### config.mk
export PLATFORM = sky130hd
export DESIGN_NAME = bow_lfsr
export DESIGN_NICKNAME = d
export VERILOG_FILES = /design/src/rtl/bow_lfsr_pkg.sv /design/src/rtl/bow_lfsr_next.sv /design/src/rtl/bow_lfsr.sv
export SDC_FILE = /design/constraint.sdc
export NUM_CORES = 1
export LEC_CHECK = 0
export BUFFER_PORTS_ARGS = -buffer_cell sky130_fd_sc_hd__buf_2
export CAP_MARGIN = 30
export CORE_MARGIN = 2
export CORE_UTILIZATION = 51
export CTS_BUF_LIST = sky130_fd_sc_hd__clkbuf_16
export CTS_CLUSTER_DIAMETER = 40
export DETAILED_ROUTE_END_ITERATION = 8
export PLACE_DENSITY = 0.79
export SKIP_LAST_GASP = 1
export SLEW_MARGIN = 20
export SYNTH_ARGS = -nofsm -noshare
export SYNTH_HDL_FRONTEND = slang
export SYNTH_SLANG_ARGS = --single-unit
export TNS_END_PERCENT = 5
### constraint.sdc
create_clock -name clk -period 4.1 [get_ports clk]
set_clock_uncertainty 0.15 [all_clocks]
set_input_delay 0.82 -clock clk [delete_from_list [all_inputs] [get_ports clk]]
set_output_delay 0.82 -clock clk [all_outputs]
set_load 0.05 [all_outputs]
### src/rtl/bow_lfsr_pkg.sv
// Shared constants and next-state function for the BOW PRBS generator.
// BOW_LFSR_GALOIS_EN selects the Galois (right-shift) step instead of Fibonacci.
package bow_lfsr_pkg;

  localparam int unsigned LFSR_MAX_W = 32;

  localparam logic [15:0] LFSR_W16_TAPS_FIB = 16'hB400;
  localparam logic [15:0] LFSR_W16_TAPS_GAL = 16'hB400;
  localparam logic [15:0] LFSR_DEFAULT_SEED = 16'hACE1;

`ifdef BOW_LFSR_GALOIS_EN
  localparam logic        LFSR_GALOIS        = 1'b1;
  localparam logic [15:0] LFSR_W16_TAPS_DFLT = LFSR_W16_TAPS_GAL;
`else
  localparam logic        LFSR_GALOIS        = 1'b0;
  localparam logic [15:0] LFSR_W16_TAPS_DFLT = LFSR_W16_TAPS_FIB;
`endif

  // Operands are zero-extended to 32 bits; the caller truncates to its width.
  function automatic logic [LFSR_MAX_W-1:0] lfsr_step(
    input logic [LFSR_MAX_W-1:0] state,
    input logic [LFSR_MAX_W-1:0] taps,
    input logic                  galois
  );
    logic [LFSR_MAX_W-1:0] nxt;
    nxt = {state[LFSR_MAX_W-2:0], ^(state & taps)};
    if (galois) begin
      nxt = (state >> 1) ^ (state[0] ? taps : LFSR_MAX_W'(0));
    end
    return nxt;
  endfunction

endpackage

### src/rtl/bow_lfsr_next.sv
// Combinational LFSR next-state; Fibonacci or Galois form chosen at build time
// through BOW_LFSR_GALOIS_EN (via the package).
module bow_lfsr_next
  import bow_lfsr_pkg::*;
#(
  parameter int unsigned      WIDTH = 16,
  parameter logic [WIDTH-1:0] TAPS  = WIDTH'(LFSR_W16_TAPS_DFLT)
) (
  input  logic [WIDTH-1:0] state,
  output logic [WIDTH-1:0] state_next_c
);

  assign state_next_c = WIDTH'(lfsr_step(LFSR_MAX_W'(state), LFSR_MAX_W'(TAPS), LFSR_GALOIS));

endmodule

### src/rtl/bow_lfsr.sv
// Free-running maximal-length PRBS generator with wrap and lock-up pulses.
// Build with BOW_LFSR_GALOIS_EN defined for the Galois step form.
module bow_lfsr
  import bow_lfsr_pkg::*;
#(
  parameter int unsigned      WIDTH = 16,
  parameter logic [WIDTH-1:0] TAPS  = WIDTH'(LFSR_W16_TAPS_DFLT),
  parameter logic [WIDTH-1:0] SEED  = WIDTH'(LFSR_DEFAULT_SEED)
) (
  input  logic             clk,
  input  logic             reset_n,
  output logic [WIDTH-1:0] y,
  output logic             wrap,
  output logic             lockup
);

  // A zero seed would lock the generator, so it is promoted to 1.
  localparam logic [WIDTH-1:0] SEED_EFF = (SEED == '0) ? WIDTH'(1) : SEED;

  logic [WIDTH-1:0] step_c;
  logic             zero_c;

  bow_lfsr_next #(
    .WIDTH(WIDTH),
    .TAPS (TAPS)
  ) u_next (
    .state       (y),
    .state_next_c(step_c)
  );

  assign zero_c = (y == '0);

  // State register; wrap only flags seed reloads produced by a normal step.
  always_ff @(posedge clk or negedge reset_n) begin
    if (!reset_n) begin
      y      <= SEED_EFF;
      wrap   <= 1'b0;
      lockup <= 1'b0;
    end else if (zero_c) begin
      y      <= SEED_EFF;
      wrap   <= 1'b0;
      lockup <= 1'b1;
    end else begin
      y      <= step_c;
      wrap   <= (step_c == SEED_EFF);
      lockup <= 1'b0;
    end
  end

endmodule

== After elaboration in Yosys (flattened, before gate mapping) ==
Cells that the tools add are included.

* Bits in registers: 18
* Input port bits: 2
* Output and inout port bits: 18
* Word-level logic and storage cells: 9

* Equality and inequality tests: 1
* Muxes and demuxes: 3
* Reductions and logical operators: 2

{| class="wikitable"
|+ Operators by type and width
! kind !! count
|-
| XOR reduction 32 bit || 1
|-
| == test 16 bit, second input constant || 1
|-
| zero test 16 bit || 1
|-
| two-way mux 16 bit || 1
|-
| two-way mux 1 bit || 2
|}

== Depth between registers and ports, before layout ==
* Depth in word-level cells: 3
* Mapped depth: 5
* Gate-level depth less buffers: 5

== By module ==
A second synthesis with hierarchy kept.

* Cell total of the unflattened synthesis: 65
* Area total of the unflattened synthesis: 823.3 µm²

{| class="wikitable"
|+ By module, submodules not included
! module !! instances !! cells each !! area each (µm²) !! seq. area each (µm²)
|-
| bow_lfsr || 1 || 47 || 684.4 || 460.4
|-
| bow_lfsr_next || 1 || 18 || 138.9 || 0.0
|}

== Least setup slack after synthesis ==
Ideal clock, no wire load.

* Path kind: register to register
* Start point: reg y[13]
* End point: reg y[6]
* Setup time: 0.083 ns
* Arrival time: 1.555 ns
* Data required time: 3.867 ns
* Setup slack: 2.311 ns
* Cell stages (with the launch flop): 6
* Buffers on the path: 0
* Clock period less this slack: 1.789 ns
* Path through: dfstp_2 inv_1 ha_1 nor4b_2 nand4_2 or2b_2

* Word-level cells in the longest chain between the ends: 2

{| class="wikitable"
|+ RTL lines
! item !! RTL line !! text
|-
| start, declared || bow_lfsr.sv:12 || <nowiki>output logic [WIDTH-1:0] y,</nowiki>
|-
| start signal, assigned || bow_lfsr.sv:44 || <nowiki>y <= step_c;</nowiki>
|-
| zero test 16 bit || bow_lfsr.sv:31 || <nowiki>assign zero_c = (y == '0);</nowiki>
|-
| two-way mux 16 bit || bow_lfsr.sv:39 || <nowiki>end else if (zero_c) begin</nowiki>
|}

No other way between the ends.

== Worst setup path in the final report ==
* Start point: reg y[10]
* End point: out y[10]

No word-level cell between the ends.

==> impl_results.md <==
- Fin. max-slew vios: 0
- Worst slack, placed: 2.29 ns
- Die W: approximately 40 um
- Switching power: about 65 uW
- Required time of the worst setup path: 3.13 ns
- First-pass iteration count of the detailed router: 3
- Clock network fraction of total power: between 50% and 60%
- Max VDD drop: 0.338 mV
- Placed cell areas: 763 um2
- DIE AREA: 1630 um2
- Reg power frac: a little under half
- Post-Syn Nets: 52
- Critical path buffer and inverter count: 1
- Worst reg2reg endpoint: y[6]
- Detailed Route WL: approximately 1200 um
- Internal power: 307 uW
- Post-synth top cells: dfrtp_1, dfstp_2, clkbuf_1
- Seq cells post-synth: 18
- Boundary Pins: 20
- Die extent in y: 40.4 um
- Synth top area share: between 30% and 40%
- Post-synth ARST share: between 90% and 100%
- Number of H-tree levels: 1
- Fin cells: 79
- Gr ovfl total: 0
- CTS Sinks: 18
- CP Depth: 1
- Worst-Margin Slew: 0.383 ns
- Detailed Route Iter0 Violations: 5
- Setup Crit Path Kind: flop to output port
- # DRC: 0
- WP data arrival: 1.11 ns
- HP Class: flop to flop
- # Post-CTS Setup Buffers: 0
- Antenna Nets Post-Route: 0
- Core ar.: roughly 1300 um2
- Dpl cells: 76
- First-pass GRT wire length: 1930 um
- Gate power share: 0.9%
- Yosys warnings: 0
- Cell Chain, Critical Path: buf_2
- Largest net degree at the start of global routing: 19
- Tcrit/Tclk final: 50.7%
- Wire per inst: 15.2 um
- Min cycle time layout: 2.08 ns
- Max Cap Viol: 0
- Hold Fails Final Rpt: 0
- Root Buffer Master: clkbuf_16
- Area leader, netlist: dfrtp_1
- Inserted Clock Buffers: 3
- ANT cells: 0
- Crit path from: y[10]
- RSZ-0062 raised after global routing: false
- Cell family with most CP delay: flip-flops
- Status: complete, no violations
- Leak: 0.000415 uW
- Switching Share: ~17%
- Hold-fix buffers, CTS: 0
- Worst Setup End Kind: output port
- Clk slew on worst S/H paths: 0.05 ns
- Port Buf Inserts: 19
- Avg Vias per Cell: 5.18
- Worst r2r src: y[13]
- Ys flop type: dfrtp_1
- Setup TNS: 0 ns
- Worst skew pair latency: 0.25 ns
- Syn avg cell area: 13.8 um2
- CTS max path bufs: 2
- Post-synthesis compound-gate area fraction: 0%
- Post-Synth Simple-Gate Area: 21.9%
- Vias: just over 400
- Finish-stage setup viols: 0
- Reg2reg path depth: 5
- Vias in the first global route: a little under 400
- Most common cell in the netlist: dfrtp_1
- Starting Density: 53.3%
- Final instance area: 838 um2
- Fmax: 0.481 GHz
- Share of cells above drive strength 1: 54.7%
- Slowest cell on the critical path: dfstp_2
- Crit path to: y[10]
- Number of flops mapped to enable cells by yosys: 0
- CP startpoint kind: flop
- All-layer global routing usage: 20.5%
- Max transition margin: 74.5%
- PwrDens: around 440 nW/um2
- Core Rows: 13
- Initial antenna violation count: 0
- Setup ws final: 2.02 ns
- TritonCTS clock tree: yes
- Filler instances: between 90 and 100
- Worst hold stages: 0
- Synth Area in XOR/XNOR: 2.59%
- Fin nets: 69
- Placer congestion estimate: between 0.7 and 0.8
- Post-Syn Area: 676 um2
- Crit-path max FO: 5
- Slowest stage delay, CP: 0.58 ns
- Mux cell area share after synthesis: 0%
- R2R setup slack: 2.45 ns
- Post-Synthesis Cells: 49
- Adder-cell share of the synthesized area: 1.85%
- Final Total Pwr: 372 uW
- Dpl hpwl: 829 um
- Post-CTS Resized: 0
- Synth top area cells: dfrtp_1, dfstp_2, or2b_1, clkbuf_1, nor4_4
- Post-synth cell types: 19
- Post-synthesis sequential area ratio: 68.1%
- Synth-to-Final Area Change: 24.1%
- Largest family of logic cells by synthesized area: simple AND/OR/NAND/NOR gates
## layer usage
metal,wire (um),vias up,track usage (%)
met5,0,-,0
met4,39,0,15.0
met3,71,5,10.0
met2,560,15,28.2
met1,532,203,24.6
li1,-,186,-
## logic make-up after synthesis
group / after synthesis
xor gates and xnor gates: 2
and+or+nand+nor: 18
DFF: 18
adders and majority gates: 1
buffers and inverters: 10
## metrics by stage
step / utilization [%] / hold slack, ns
2_1_floorplan: - / 0.374
3_3_place_gp: 60.2 / 0.238
3_5_place_dp: 60.2 / 0.241
4_1_cts: 66.1 / 0.252
5_1_grt: 66.1 / 0.272
6_report: 66.1 / 0.245
## power groups by stage
| stage | clock [uW] | sequential (uW) | combinational, uW |
|---|---|---|---|
| 5_1_grt | 199 | 178 | 4.15 |
| 6_report | 190 | 178 | 3.48 |
| 4_1_cts | 194 | 178 | 3.77 |
| 3_3_place_gp | 0 | 181 | 3.58 |
| 2_1_floorplan | 0 | 181 | 0.000109 |
| 3_5_place_dp | 0 | 181 | 3.77 |
## registers in the layout, summed over array words and instances, names as in the netlist
register,flops
y,16
lockup,1
wrap,1
## placed cells by master, fill, tap and decap left out
| cell type | n |
|---|---|
| buf_2 | 19 |
| dfrtp_1 | 10 |
| dfstp_2 | 8 |
| or2b_1 | 4 |
| inv_1 | 3 |
| nand2_1 | 3 |
| clkbuf_16 | 3 |
| nand4_1 | 2 |
| nor4_4 | 1 |
| nor3_1 | 1 |
| nor4b_2 | 1 |
| nor4_2 | 1 |
| nand4_2 | 1 |
| and2_1 | 1 |
| nand2b_1 | 1 |
| or2b_2 | 1 |
| xor2_1 | 1 |
| xnor2_1 | 1 |
| nor4_1 | 1 |
| ha_1 | 1 |
## final cells by class
| type | count | area [um2] | area share, % |
|---|---|---|---|
| flip-flops and latches | 18 | 460 | 54.9 |
| multi-input cells | 21 | 178 | 21.2 |
| repair buffers | 19 | 95.1 | 11.3 |
| clock buffers | 3 | 75.1 | 8.96 |
| well taps | 15 | 18.8 | 2.24 |
| inverters | 3 | 11.3 | 1.34 |
## worst min path at each step
stage          startpoint      to  slack [ns]
2_1_floorplan     reset_n  lockup        0.37
3_3_place_gp         y[8]    y[9]        0.24
3_5_place_dp         y[8]    y[9]        0.24
4_1_cts              y[8]    y[9]        0.25
5_1_grt             y[11]   y[12]        0.27
6_report             y[8]    y[9]        0.25
No activity file was read; power rests on OpenSTA's default activity.
